$ cat config.mk
export PLATFORM = sky130hd
export DESIGN_NAME = id_decode_pipe
export DESIGN_NICKNAME = d
export VERILOG_FILES = /design/src/rtl/id_decode_pipe_pkg.sv /design/src/rtl/id_operand_fwd.sv /design/src/rtl/id_decode_pipe.sv
export SDC_FILE = /design/constraint.sdc
export NUM_CORES = 1
export LEC_CHECK = 0
export CAP_MARGIN = 30
export CORE_ASPECT_RATIO = 0.8
export CORE_MARGIN = 10
export CORE_UTILIZATION = 45
export DETAILED_ROUTE_END_ITERATION = 10
export PLACE_DENSITY_LB_ADDON = 0.12
export SYNTH_ARGS = -nofsm -noshare
export SYNTH_HDL_FRONTEND = slang
export SYNTH_HIERARCHICAL = 1
export SYNTH_SLANG_ARGS = --single-unit
$ cat constraint.sdc
create_clock -name clk -period 24.7 [get_ports clk]
set_input_delay 6.175 -clock clk [delete_from_list [all_inputs] [get_ports clk]]
set_output_delay 6.175 -clock clk [all_outputs]
set_load 0.01 [all_outputs]
$ cat src/rtl/id_decode_pipe_pkg.sv
// Shared decode constants for the ID stage: opcode/func codes, ALU op/sel codes
// and the control record produced by instruction decode.
package id_decode_pipe_pkg;

    localparam int ALUOP_W  = 8;
    localparam int ALUSEL_W = 3;
    localparam logic [4:0] LINK_REG = 5'd31;

    localparam logic [5:0] OP_SPECIAL = 6'b000000;
    localparam logic [5:0] OP_J       = 6'b000010;
    localparam logic [5:0] OP_JAL     = 6'b000011;
    localparam logic [5:0] OP_BEQ     = 6'b000100;
    localparam logic [5:0] OP_BNE     = 6'b000101;
    localparam logic [5:0] OP_ADDI    = 6'b001000;
    localparam logic [5:0] OP_ADDIU   = 6'b001001;
    localparam logic [5:0] OP_SLTI    = 6'b001010;
    localparam logic [5:0] OP_SLTIU   = 6'b001011;
    localparam logic [5:0] OP_ANDI    = 6'b001100;
    localparam logic [5:0] OP_ORI     = 6'b001101;
    localparam logic [5:0] OP_XORI    = 6'b001110;
    localparam logic [5:0] OP_LUI     = 6'b001111;
    localparam logic [5:0] OP_LW      = 6'b100011;

    localparam logic [5:0] FN_SLL  = 6'b000000;
    localparam logic [5:0] FN_SRL  = 6'b000010;
    localparam logic [5:0] FN_SRA  = 6'b000011;
    localparam logic [5:0] FN_JR   = 6'b001000;
    localparam logic [5:0] FN_ADD  = 6'b100000;
    localparam logic [5:0] FN_ADDU = 6'b100001;
    localparam logic [5:0] FN_SUB  = 6'b100010;
    localparam logic [5:0] FN_SUBU = 6'b100011;
    localparam logic [5:0] FN_AND  = 6'b100100;
    localparam logic [5:0] FN_OR   = 6'b100101;
    localparam logic [5:0] FN_XOR  = 6'b100110;
    localparam logic [5:0] FN_NOR  = 6'b100111;
    localparam logic [5:0] FN_SLT  = 6'b101010;
    localparam logic [5:0] FN_SLTU = 6'b101011;

    localparam logic [ALUOP_W-1:0] EXE_NOP_OP   = 8'h00;
    localparam logic [ALUOP_W-1:0] EXE_AND_OP   = 8'h24;
    localparam logic [ALUOP_W-1:0] EXE_OR_OP    = 8'h25;
    localparam logic [ALUOP_W-1:0] EXE_XOR_OP   = 8'h26;
    localparam logic [ALUOP_W-1:0] EXE_SLT_OP   = 8'h2A;
    localparam logic [ALUOP_W-1:0] EXE_SLTU_OP  = 8'h2B;
    localparam logic [ALUOP_W-1:0] EXE_SLL_OP   = 8'h7C;
    localparam logic [ALUOP_W-1:0] EXE_SRL_OP   = 8'h02;
    localparam logic [ALUOP_W-1:0] EXE_SRA_OP   = 8'h03;
    localparam logic [ALUOP_W-1:0] EXE_ADDI_OP  = 8'h55;
    localparam logic [ALUOP_W-1:0] EXE_ADDIU_OP = 8'h56;
    localparam logic [ALUOP_W-1:0] EXE_JUMP_OP  = 8'h4F;
    localparam logic [ALUOP_W-1:0] EXE_LW_OP    = 8'hE3;

    localparam logic [ALUSEL_W-1:0] EXE_RES_NOP         = 3'd0;
    localparam logic [ALUSEL_W-1:0] EXE_RES_LOGIC       = 3'd1;
    localparam logic [ALUSEL_W-1:0] EXE_RES_SHIFT       = 3'd2;
    localparam logic [ALUSEL_W-1:0] EXE_RES_ARITHMETIC  = 3'd4;
    localparam logic [ALUSEL_W-1:0] EXE_RES_JUMP_BRANCH = 3'd6;
    localparam logic [ALUSEL_W-1:0] EXE_RES_LOAD_STORE  = 3'd7;

    typedef enum logic [2:0] {BR_NONE, BR_BEQ, BR_BNE, BR_J, BR_JR} br_e;

    typedef struct packed {
        logic [ALUOP_W-1:0]  aluop;
        logic [ALUSEL_W-1:0] alusel;
        logic [4:0]          wd;
        logic                wreg;
        logic                re1;
        logic                re2;
        logic                link;
        logic                illegal;
        br_e                 br;
    } dec_t;

endpackage

$ cat src/rtl/id_operand_fwd.sv
// Operand select for one register read port: zero register, priority
// forwarding (lowest index wins), register file, or immediate.
module id_operand_fwd #(
    parameter int XLEN    = 32,
    parameter int NUM_FWD = 2
) (
    input  logic                          re,
    input  logic [4:0]                    addr,
    input  logic [XLEN-1:0]               rf_data,
    input  logic [XLEN-1:0]               imm,
    input  logic [NUM_FWD-1:0]            fwd_wreg,
    input  logic [NUM_FWD-1:0][4:0]       fwd_wd,
    input  logic [NUM_FWD-1:0][XLEN-1:0]  fwd_wdata,
    output logic [XLEN-1:0]               data
);

    always_comb begin
        data = rf_data;
        // Walk oldest to youngest so the youngest match overwrites.
        for (int i = NUM_FWD - 1; i >= 0; i--) begin
            if (fwd_wreg[i] && fwd_wd[i] == addr)
                data = fwd_wdata[i];
        end
        if (!re)
            data = imm;
        else if (addr == 5'd0)
            data = '0;
    end

endmodule

$ cat src/rtl/id_decode_pipe.sv
// Registered ID stage with valid/ready handshake, forwarding, load-use stall,
// branch/jump resolution, delay-slot tracking and illegal-opcode flagging.
module id_decode_pipe
    import id_decode_pipe_pkg::*;
#(
    parameter int XLEN        = 32,
    parameter int NUM_FWD     = 2,
    parameter int STALL_CNT_W = 16
) (
    input  logic                          clk,
    input  logic                          rst,
    input  logic                          in_valid,
    output logic                          in_ready,
    input  logic [XLEN-1:0]               in_pc,
    input  logic [31:0]                   in_inst,
    output logic [4:0]                    reg1_addr_o,
    output logic [4:0]                    reg2_addr_o,
    input  logic [XLEN-1:0]               reg1_data_i,
    input  logic [XLEN-1:0]               reg2_data_i,
    input  logic [NUM_FWD-1:0]            fwd_wreg_i,
    input  logic [NUM_FWD-1:0][4:0]       fwd_wd_i,
    input  logic [NUM_FWD-1:0][XLEN-1:0]  fwd_wdata_i,
    input  logic                          ex_is_load_i,
    input  logic                          flush_i,
    output logic                          out_valid,
    input  logic                          out_ready,
    output logic [ALUOP_W-1:0]            aluop_o,
    output logic [ALUSEL_W-1:0]           alusel_o,
    output logic [XLEN-1:0]               reg1_o,
    output logic [XLEN-1:0]               reg2_o,
    output logic [4:0]                    wd_o,
    output logic                          wreg_o,
    output logic [XLEN-1:0]               link_addr_o,
    output logic                          is_in_delayslot_o,
    output logic                          illegal_o,
    output logic                          branch_flag_o,
    output logic [XLEN-1:0]               branch_target_o,
    output logic [STALL_CNT_W-1:0]        stall_cycles_o
);

    logic [5:0]  op, fn;
    logic [4:0]  rs, rt, rd, sh;
    logic [15:0] imm16;
    dec_t        dec;
    logic [XLEN-1:0] imm, opnd1, opnd2, pc_plus4, pc_plus8;
    logic        hazard, accept, taken, next_in_delayslot;

    assign op    = in_inst[31:26];
    assign rs    = in_inst[25:21];
    assign rt    = in_inst[20:16];
    assign rd    = in_inst[15:11];
    assign sh    = in_inst[10:6];
    assign fn    = in_inst[5:0];
    assign imm16 = in_inst[15:0];

    assign reg1_addr_o = rs;
    assign reg2_addr_o = rt;
    assign pc_plus4    = in_pc + XLEN'(4);
    assign pc_plus8    = in_pc + XLEN'(8);

    always_comb begin
        dec = '0;
        dec.illegal = 1'b1;
        imm = '0;
        case (op)
            OP_SPECIAL: begin
                case (fn)
                    FN_AND, FN_OR, FN_XOR, FN_NOR, FN_ADD, FN_ADDU,
                    FN_SUB, FN_SUBU, FN_SLT, FN_SLTU: begin
                        // These ALU op codes are the func code with two leading zeros.
                        dec.aluop   = {2'b00, fn};
                        dec.alusel  = (fn[5:2] == 4'b1001) ? EXE_RES_LOGIC : EXE_RES_ARITHMETIC;
                        dec.re1     = 1'b1;
                        dec.re2     = 1'b1;
                        dec.wreg    = 1'b1;
                        dec.wd      = rd;
                        dec.illegal = (sh != 5'd0);
                    end
                    FN_SLL, FN_SRL, FN_SRA: begin
                        dec.aluop   = (fn == FN_SLL) ? EXE_SLL_OP :
                                      (fn == FN_SRL) ? EXE_SRL_OP : EXE_SRA_OP;
                        dec.alusel  = EXE_RES_SHIFT;
                        dec.re2     = 1'b1;
                        dec.wreg    = 1'b1;
                        dec.wd      = rd;
                        dec.illegal = (rs != 5'd0);
                        imm         = XLEN'(sh);
                    end
                    FN_JR: begin
                        dec.aluop   = EXE_JUMP_OP;
                        dec.alusel  = EXE_RES_JUMP_BRANCH;
                        dec.re1     = 1'b1;
                        dec.br      = BR_JR;
                        dec.illegal = 1'b0;
                    end
                    default: ;
                endcase
            end
            OP_ORI, OP_ANDI, OP_XORI, OP_LUI: begin
                dec.aluop   = (op == OP_ANDI) ? EXE_AND_OP :
                              (op == OP_XORI) ? EXE_XOR_OP : EXE_OR_OP;
                dec.alusel  = EXE_RES_LOGIC;
                dec.re1     = 1'b1;
                dec.wreg    = 1'b1;
                dec.wd      = rt;
                dec.illegal = 1'b0;
                imm         = (op == OP_LUI) ? XLEN'({imm16, 16'h0000}) : XLEN'(imm16);
            end
            OP_ADDI, OP_ADDIU, OP_SLTI, OP_SLTIU, OP_LW: begin
                dec.aluop   = (op == OP_ADDI)  ? EXE_ADDI_OP  :
                              (op == OP_ADDIU) ? EXE_ADDIU_OP :
                              (op == OP_SLTI)  ? EXE_SLT_OP   :
                              (op == OP_SLTIU) ? EXE_SLTU_OP  : EXE_LW_OP;
                dec.alusel  = (op == OP_LW) ? EXE_RES_LOAD_STORE : EXE_RES_ARITHMETIC;
                dec.re1     = 1'b1;
                dec.wreg    = 1'b1;
                dec.wd      = rt;
                dec.illegal = 1'b0;
                imm         = XLEN'($signed(imm16));
            end
            OP_BEQ, OP_BNE: begin
                dec.aluop   = EXE_JUMP_OP;
                dec.alusel  = EXE_RES_JUMP_BRANCH;
                dec.re1     = 1'b1;
                dec.re2     = 1'b1;
                dec.br      = (op == OP_BEQ) ? BR_BEQ : BR_BNE;
                dec.illegal = 1'b0;
            end
            OP_J, OP_JAL: begin
                dec.aluop   = EXE_JUMP_OP;
                dec.alusel  = EXE_RES_JUMP_BRANCH;
                dec.br      = BR_J;
                dec.wreg    = (op == OP_JAL);
                dec.wd      = (op == OP_JAL) ? LINK_REG : 5'd0;
                dec.link    = (op == OP_JAL);
                dec.illegal = 1'b0;
            end
            default: ;
        endcase
        // Anything undecodable collapses to a NOP that still flows down the pipe.
        if (dec.illegal) begin
            dec = '0;
            dec.illegal = 1'b1;
            imm = '0;
        end
    end

    id_operand_fwd #(.XLEN(XLEN), .NUM_FWD(NUM_FWD)) u_fwd1 (
        .re(dec.re1), .addr(rs), .rf_data(reg1_data_i), .imm(imm),
        .fwd_wreg(fwd_wreg_i), .fwd_wd(fwd_wd_i), .fwd_wdata(fwd_wdata_i), .data(opnd1)
    );

    id_operand_fwd #(.XLEN(XLEN), .NUM_FWD(NUM_FWD)) u_fwd2 (
        .re(dec.re2), .addr(rt), .rf_data(reg2_data_i), .imm(imm),
        .fwd_wreg(fwd_wreg_i), .fwd_wd(fwd_wd_i), .fwd_wdata(fwd_wdata_i), .data(opnd2)
    );

    assign hazard = ex_is_load_i & fwd_wreg_i[0] & (fwd_wd_i[0] != 5'd0) &
                    ((dec.re1 & (fwd_wd_i[0] == rs)) | (dec.re2 & (fwd_wd_i[0] == rt)));
    assign in_ready = !flush_i & !hazard & (!out_valid | out_ready);
    assign accept   = in_valid & in_ready;

    always_comb begin
        taken = 1'b0;
        branch_target_o = '0;
        case (dec.br)
            BR_BEQ: begin
                taken = (opnd1 == opnd2);
                branch_target_o = pc_plus4 + (XLEN'($signed(imm16)) << 2);
            end
            BR_BNE: begin
                taken = (opnd1 != opnd2);
                branch_target_o = pc_plus4 + (XLEN'($signed(imm16)) << 2);
            end
            BR_J: begin
                taken = 1'b1;
                branch_target_o = {pc_plus4[XLEN-1:28], in_inst[25:0], 2'b00};
            end
            BR_JR: begin
                taken = 1'b1;
                branch_target_o = opnd1;
            end
            default: ;
        endcase
    end

    assign branch_flag_o = accept & taken;

    always_ff @(posedge clk) begin
        if (rst) begin
            out_valid         <= 1'b0;
            aluop_o           <= '0;
            alusel_o          <= '0;
            reg1_o            <= '0;
            reg2_o            <= '0;
            wd_o              <= '0;
            wreg_o            <= 1'b0;
            link_addr_o       <= '0;
            is_in_delayslot_o <= 1'b0;
            illegal_o         <= 1'b0;
            next_in_delayslot <= 1'b0;
            stall_cycles_o    <= '0;
        end else begin
            if (flush_i) begin
                out_valid         <= 1'b0;
                next_in_delayslot <= 1'b0;
            end else if (accept) begin
                out_valid         <= 1'b1;
                aluop_o           <= dec.aluop;
                alusel_o          <= dec.alusel;
                reg1_o            <= opnd1;
                reg2_o            <= opnd2;
                wd_o              <= dec.wd;
                wreg_o            <= dec.wreg;
                link_addr_o       <= dec.link ? pc_plus8 : '0;
                is_in_delayslot_o <= next_in_delayslot;
                illegal_o         <= dec.illegal;
                next_in_delayslot <= (dec.br != BR_NONE);
            end else if (out_ready) begin
                out_valid <= 1'b0;
            end
            if (in_valid && hazard && !flush_i && !(&stall_cycles_o))
                stall_cycles_o <= stall_cycles_o + STALL_CNT_W'(1);
        end
    end

endmodule

; ---- Yosys cells after proc, flatten, opt, wreduce, memory -nomap -nowiden
; Cells that the tools add are included.
[totals]
reg_bits = 133
input_bits = 210
[op_classes]
addsub = 4
eq_ne = 37
n_mux = 43
n_bitwise = 12
reduce_logical = 37
[op_table]
columns = cell, count
row1 = 2-to-1 mux 32 bit, 11
row2 = case mux 32 bit (3 select lines), 2
row3 = equality test 6 bit (second input constant), 11
row4 = equality test 6 x 4 -> 1 bit (second input constant), 9
row5 = case mux 11 bit (4 select lines), 1
row6 = adder 32 x 3 -> 32 bit (second input constant), 1
row7 = adder 32 bit, 1
row8 = adder 32 x 4 -> 32 bit (second input constant), 1
row9 = equality test 32 bit, 1
row10 = 2-to-1 mux 8 bit, 4
row11 = != test 32 bit, 1
row12 = case mux 10 bit (3 select lines), 1
row13 = OR reduction 13 bit, 2
row14 = equality test 6 x 2 -> 1 bit (second input constant), 4
row15 = 2-to-1 mux 24 bit, 1
row16 = OR reduction 11 bit, 2
row17 = equality test 5 bit, 4
row18 = case mux 6 bit (3 select lines), 1
row19 = adder 16 x 1 -> 16 bit (second input constant), 1
row20 = AND reduction 16 bit, 1
row21 = nonzero test 5 bit, 3
row22 = equality test 6 x 3 -> 1 bit (second input constant), 2
row23 = logical NOT 6 bit, 2
row24 = logical NOT 5 bit, 2
row25 = other kinds (27), 64

; ---- Longest topological paths before layout
[logic_depth]
ltp_word = 15
ltp_mapped = 21
mapped_depth_nobuf = 17

; ---- Hierarchy
; Netlist, hierarchy kept.
[by_module_without_submodules]
columns = module, instances, cells_per_inst, area_each_um2, seq_area_each_um2
row1 = id_decode_pipe, 1, 1267, 9248.9, 2662.6
row2 = id_operand_fwd, 2, 159, 1104.8, 0.0

; ---- Least setup slack after synthesis
; OpenSTA, ideal clock, no wires.
[synth_timing]
kind = input to output
start = in in_pc[8]
end = out branch_target_o[31]
arrival_time_ps = 10233
required_ps = 18525
slack_ps = 8292
cell_stages = 18
n_path_buf = 2
path_cell_list = clkbuf_1 nand3_1 nor3_1 and3_1 and3_1 nand4_1 xnor2_1 ha_1 clkbuf_1 a21oi_1 a211oi_1 or3_1 a221o_1 a41oi_1 or3_1 o211ai_1 or4_1 nand3_1
[synth_via]
elab_chain_len = 3
[synth_rtl]
columns = item, line
row1 = start: declaration, id_decode_pipe.sv:14  ; input logic [XLEN-1:0] in_pc,
row2 = adder 32 x 3 -> 32 bit (*), id_decode_pipe.sv:58  ; assign pc_plus4 = in_pc + XLEN'(4);
row3 = adder 32 bit, "id_decode_pipe.sv:169, id_decode_pipe.sv:173"
row4 = case mux 32 bit (3 select lines) (*), id_decode_pipe.sv:166  ; case (dec.br)
row5 = end: declaration, id_decode_pipe.sv:37  ; output logic [XLEN-1:0] branch_target_o,
; Mark *: on every way between the ends. The rest lies on a longest branch, timed or not.

==> metrics.md <==
| Metric | Value |
|---|---|
| Tcrit/Tclk final | 0.740 |
| # rows | between 50 and 60 |
| Final setup viols | 0 |
| H-tree Lvls | 4 |
| DR WL/cell | 24.3 µm |
| All-Layer GR Usage | 0.319 |
| TritonCTS clock tree | built |
| Share of layout cells above drive strength 1 | 0.0400 |
| DRT iter0 DRCs | 1,725 |
| Relative slew margins | 0.373 |
| CP Data Required Time | roughly 19 ns |
| Highest clock rate | 0.0547 GHz |
| RSZ-0062 raised after global routing | false |
| Critical-path cell list | clkdlybuf4s50_1 -> or4_1 -> nor3_1 -> o21ai_1 -> a211o_1 -> buf_4 -> nor2_2 -> buf_4 -> o21ai_2 -> nor3_4 -> buf_4 -> a21oi_1 -> o21ai_1 -> xor2_1 -> nor4_1 -> nand4_1 -> nor2_1 -> xnor2_1 -> a211oi_1 -> nor2_1 -> clkdlybuf4s50_1 |
| CTS buffer count | 17 |
| Place WS | 6.60 ns |
| Starting Density | 0.455 |
| Worst-Margin Slew | 0.940 ns |
| Ys Warns | 6 |
| Core Util, Final | 0.633 |
| Num ports | 386 |
| Status | finished clean |
| Routed Antenna Nets | 0 |
| Post-CTS resize count | 0 |
| CTS max path bufs | 2 |
| # hold bufs at CTS | 0 |
| Ys flop type | dfxtp_1 |
| Routability-driven placement congestion ratio | 0.995 |
| Clock sink count | 133 |
| Worst min path class | reg2reg |
| Max Cap Viol | 0 |
| Clock skew | 0.00924 ns |
| Commonest cells after routing, fill and taps aside | 384 x clkdlybuf4s50_1, 232 x nand2_1, 220 x a21oi_1, 133 x dfxtp_1, 83 x xnor2_1 |
| Crit path kind | in2out |
| Largest cells by area after synthesis | dfxtp_1 23%, a21oi_1 9.6%, nand2_1 7.6% |
| EDFF count, synth | 0 |
| Post-synthesis cell type count | slightly below 70 |
| Ys async rst share | 0 |
| Final Non-Filler Cells | 2,228 |
| Startpoint class of the critical path | input port |
| Drt first pass iters | 8 |
| Synth top area share | 0.232 |
| Critical Path AT | 12.11 ns |
| Die X | 198 µm |
| Routed WL | 54,200 µm |
| Pins Over Slew Limit | 0 |
| Vias | 13,300 |
| Die Y | 163 µm |
| Synthesized area | 11,500 µm² |
| Core box area | 25,200 µm² |
| Placed cell count | approximately 2,200 |
| Sequential area share after synthesis | 0.232 |
| Buffers & Inverters on Critical Path | 5 |
| Worst VDD drop | 0.0000422 V |
| Die Area | approximately 32,000 µm² |
| CP max-delay cell | clkdlybuf4s50_1 |
| Max stage delay on crit path | 0.71 ns |
| Total gr overflow | 0 |
| Clk Latency, worst-skew pair | 0.43 ns |
| Initial antenna violation count | 3 |
| Worst Setup End Kind | output port |
| Global-route wire length before repair | 79,400 µm |
| Lkg Pwr | 5.71 nW |
| Layout area overhead | 39.1% |
| Clk pin slew, worst setup/hold paths | around 0.070 ns |
| Post-synthesis register bit count | about 130 |
| Root Buffer | clkbuf_16 |
| Setup TNS | 0 ns |
| Syn nets | about 1,800 |
| Final HPWL DP | 42,300 µm |
| Tmin final | 18.29 ns |
| Dominant cell type by area after synthesis | dfxtp_1 |
| Vias/cell | 5.99 |
| Design Power | between 0.6 and 0.7 mW |
| Drc violations | 0 |
| Crit-path most repeated cell | buf_4 |
| Final hold vios | 0 |
| Syn_area_per_cell | a little over 7 µm² |
| Crit-path leading delay family | buffers and inverters |
| Final worst slack | 6.41 ns |
| Crit-path max FO | 33 |
| Cells after Synth | 1,585 |
| Nets | 2,134 |
| Number of global-route vias before repair | about 13,000 |
| # Post-CTS Setup Buffers | 0 |
| I/O Buffers | 385 |
| Largest net degree at the start of global routing | approximately 90 |
| Commonest non-fill, non-tap cell in the layout | clkdlybuf4s50_1 |
| Total power per unit cell area | a little over 40 nW/µm² |
==> cell type report <==
| type | instances | area, µm² |
|---|---|---|
| clock inverters | 15 | 180 |
| repair buffers | 406 | 4070 |
| diodes | 4 | 10.0 |
| clock buffers | 17 | 425 |
| inverters | 19 | 71.3 |
| multi-input cells | 1310 | 8110 |
| well taps | 324 | 405 |
| flip-flops and latches | 133 | 2660 |
| fillers | 2285 | 9250 |
==> worst paths after layout <==
path | start | endpoint | slack [ns] | cells after the start
worst max register to register | out_valid$_SDFFE_PP0P_ | aluop_o[0]$_SDFFE_PP0P_ | 22.02 | 8
worst max-delay path | in_inst[21] | branch_flag_o | 6.41 | 21
worst min register to register | next_in_delayslot$_SDFFE_PP0P_ | is_in_delayslot_o$_SDFFE_PP0P_ | 0.45 | 2
worst min-delay path | next_in_delayslot$_SDFFE_PP0P_ | is_in_delayslot_o$_SDFFE_PP0P_ | 0.45 | 2
==> per-stage QoR <==
| step | instance area (µm²) | hold slack, ns |
|---|---|---|
| floorplan | 11500 | 0.432 |
| global placement | 15200 | 0.438 |
| detailed placement | 15300 | 0.445 |
| CTS | 15900 | 0.453 |
| global route | 15900 | 0.470 |
| finish | 15900 | 0.452 |
==> logic make-up (layout without fill, tap and decap cells) <==
| family | after synthesis | after routing | synth area share |
|---|---|---|---|
| mux | 67 | 67 | 0.0587 |
| other cells | 0 | 4 | 0 |
| flops | 133 | 133 | 0.232 |
| compound gates | 456 | 456 | 0.232 |
| simple gates | 594 | 594 | 0.253 |
| fa+ha+maj | 37 | 37 | 0.0411 |
| xor+xnor | 156 | 156 | 0.119 |
| buf+inv | 142 | 457 | 0.0639 |
==> worst reg2reg max path: cells and delay by family, from the launching register on <==
family	cells	cell delay, ns
flops	1	0.34
buf+inv	2	1.31
compound gates	2	0.28
simple gates	4	0.61
==> registers in the layout (all words and copies together) (netlist names) <==
register,cells
link_addr_o,32
reg1_o,32
reg2_o,32
stall_cycles_o,16
aluop_o,8
wd_o,5
alusel_o,3
illegal_o,1
is_in_delayslot_o,1
next_in_delayslot,1
out_valid,1
wreg_o,1
==> power breakdown <==
| group | switching [mW] | internal [mW] | total [mW] |
|---|---|---|---|
| Sequential | 0.000894 | 0.216 | 0.217 |
| Combinational | 0.0951 | 0.0756 | 0.171 |
| Clock | 0.124 | 0.146 | 0.270 |
==> per-layer routing <==
metal  global-route usage  part of all wire  wire, µm
met5                    0           0.00018        10
met4                0.118             0.033      1810
met3               0.0898              0.11      6030
met2                0.498              0.45     24200
met1                0.411              0.41     22100
==> cell usage after synthesis (6+ instances only) <==
library cell and number:
inv_1 19, clkbuf_1 71, a211oi_1 9, ha_1 36, and2_1 17, buf_6 8, clkbuf_8 6, nand3_1 66
o21ai_0 57, a21oi_1 220, a22oi_1 25, and3_1 15, o21ai_1 61, nor4_1 24, mux2i_1 65, nor3_1 27
o31ai_1 6, buf_2 18, a21o_1 23, xor2_1 73, clkbuf_2 6, nor2_1 77, a22o_1 7, xnor2_1 83
buf_4 13, dfxtp_1 133, nand2b_1 13, a221oi_1 7, nand4_1 16, nand2_1 232, nor2b_1 70, or4_1 6
No activity file was read; power rests on OpenSTA's default activity.
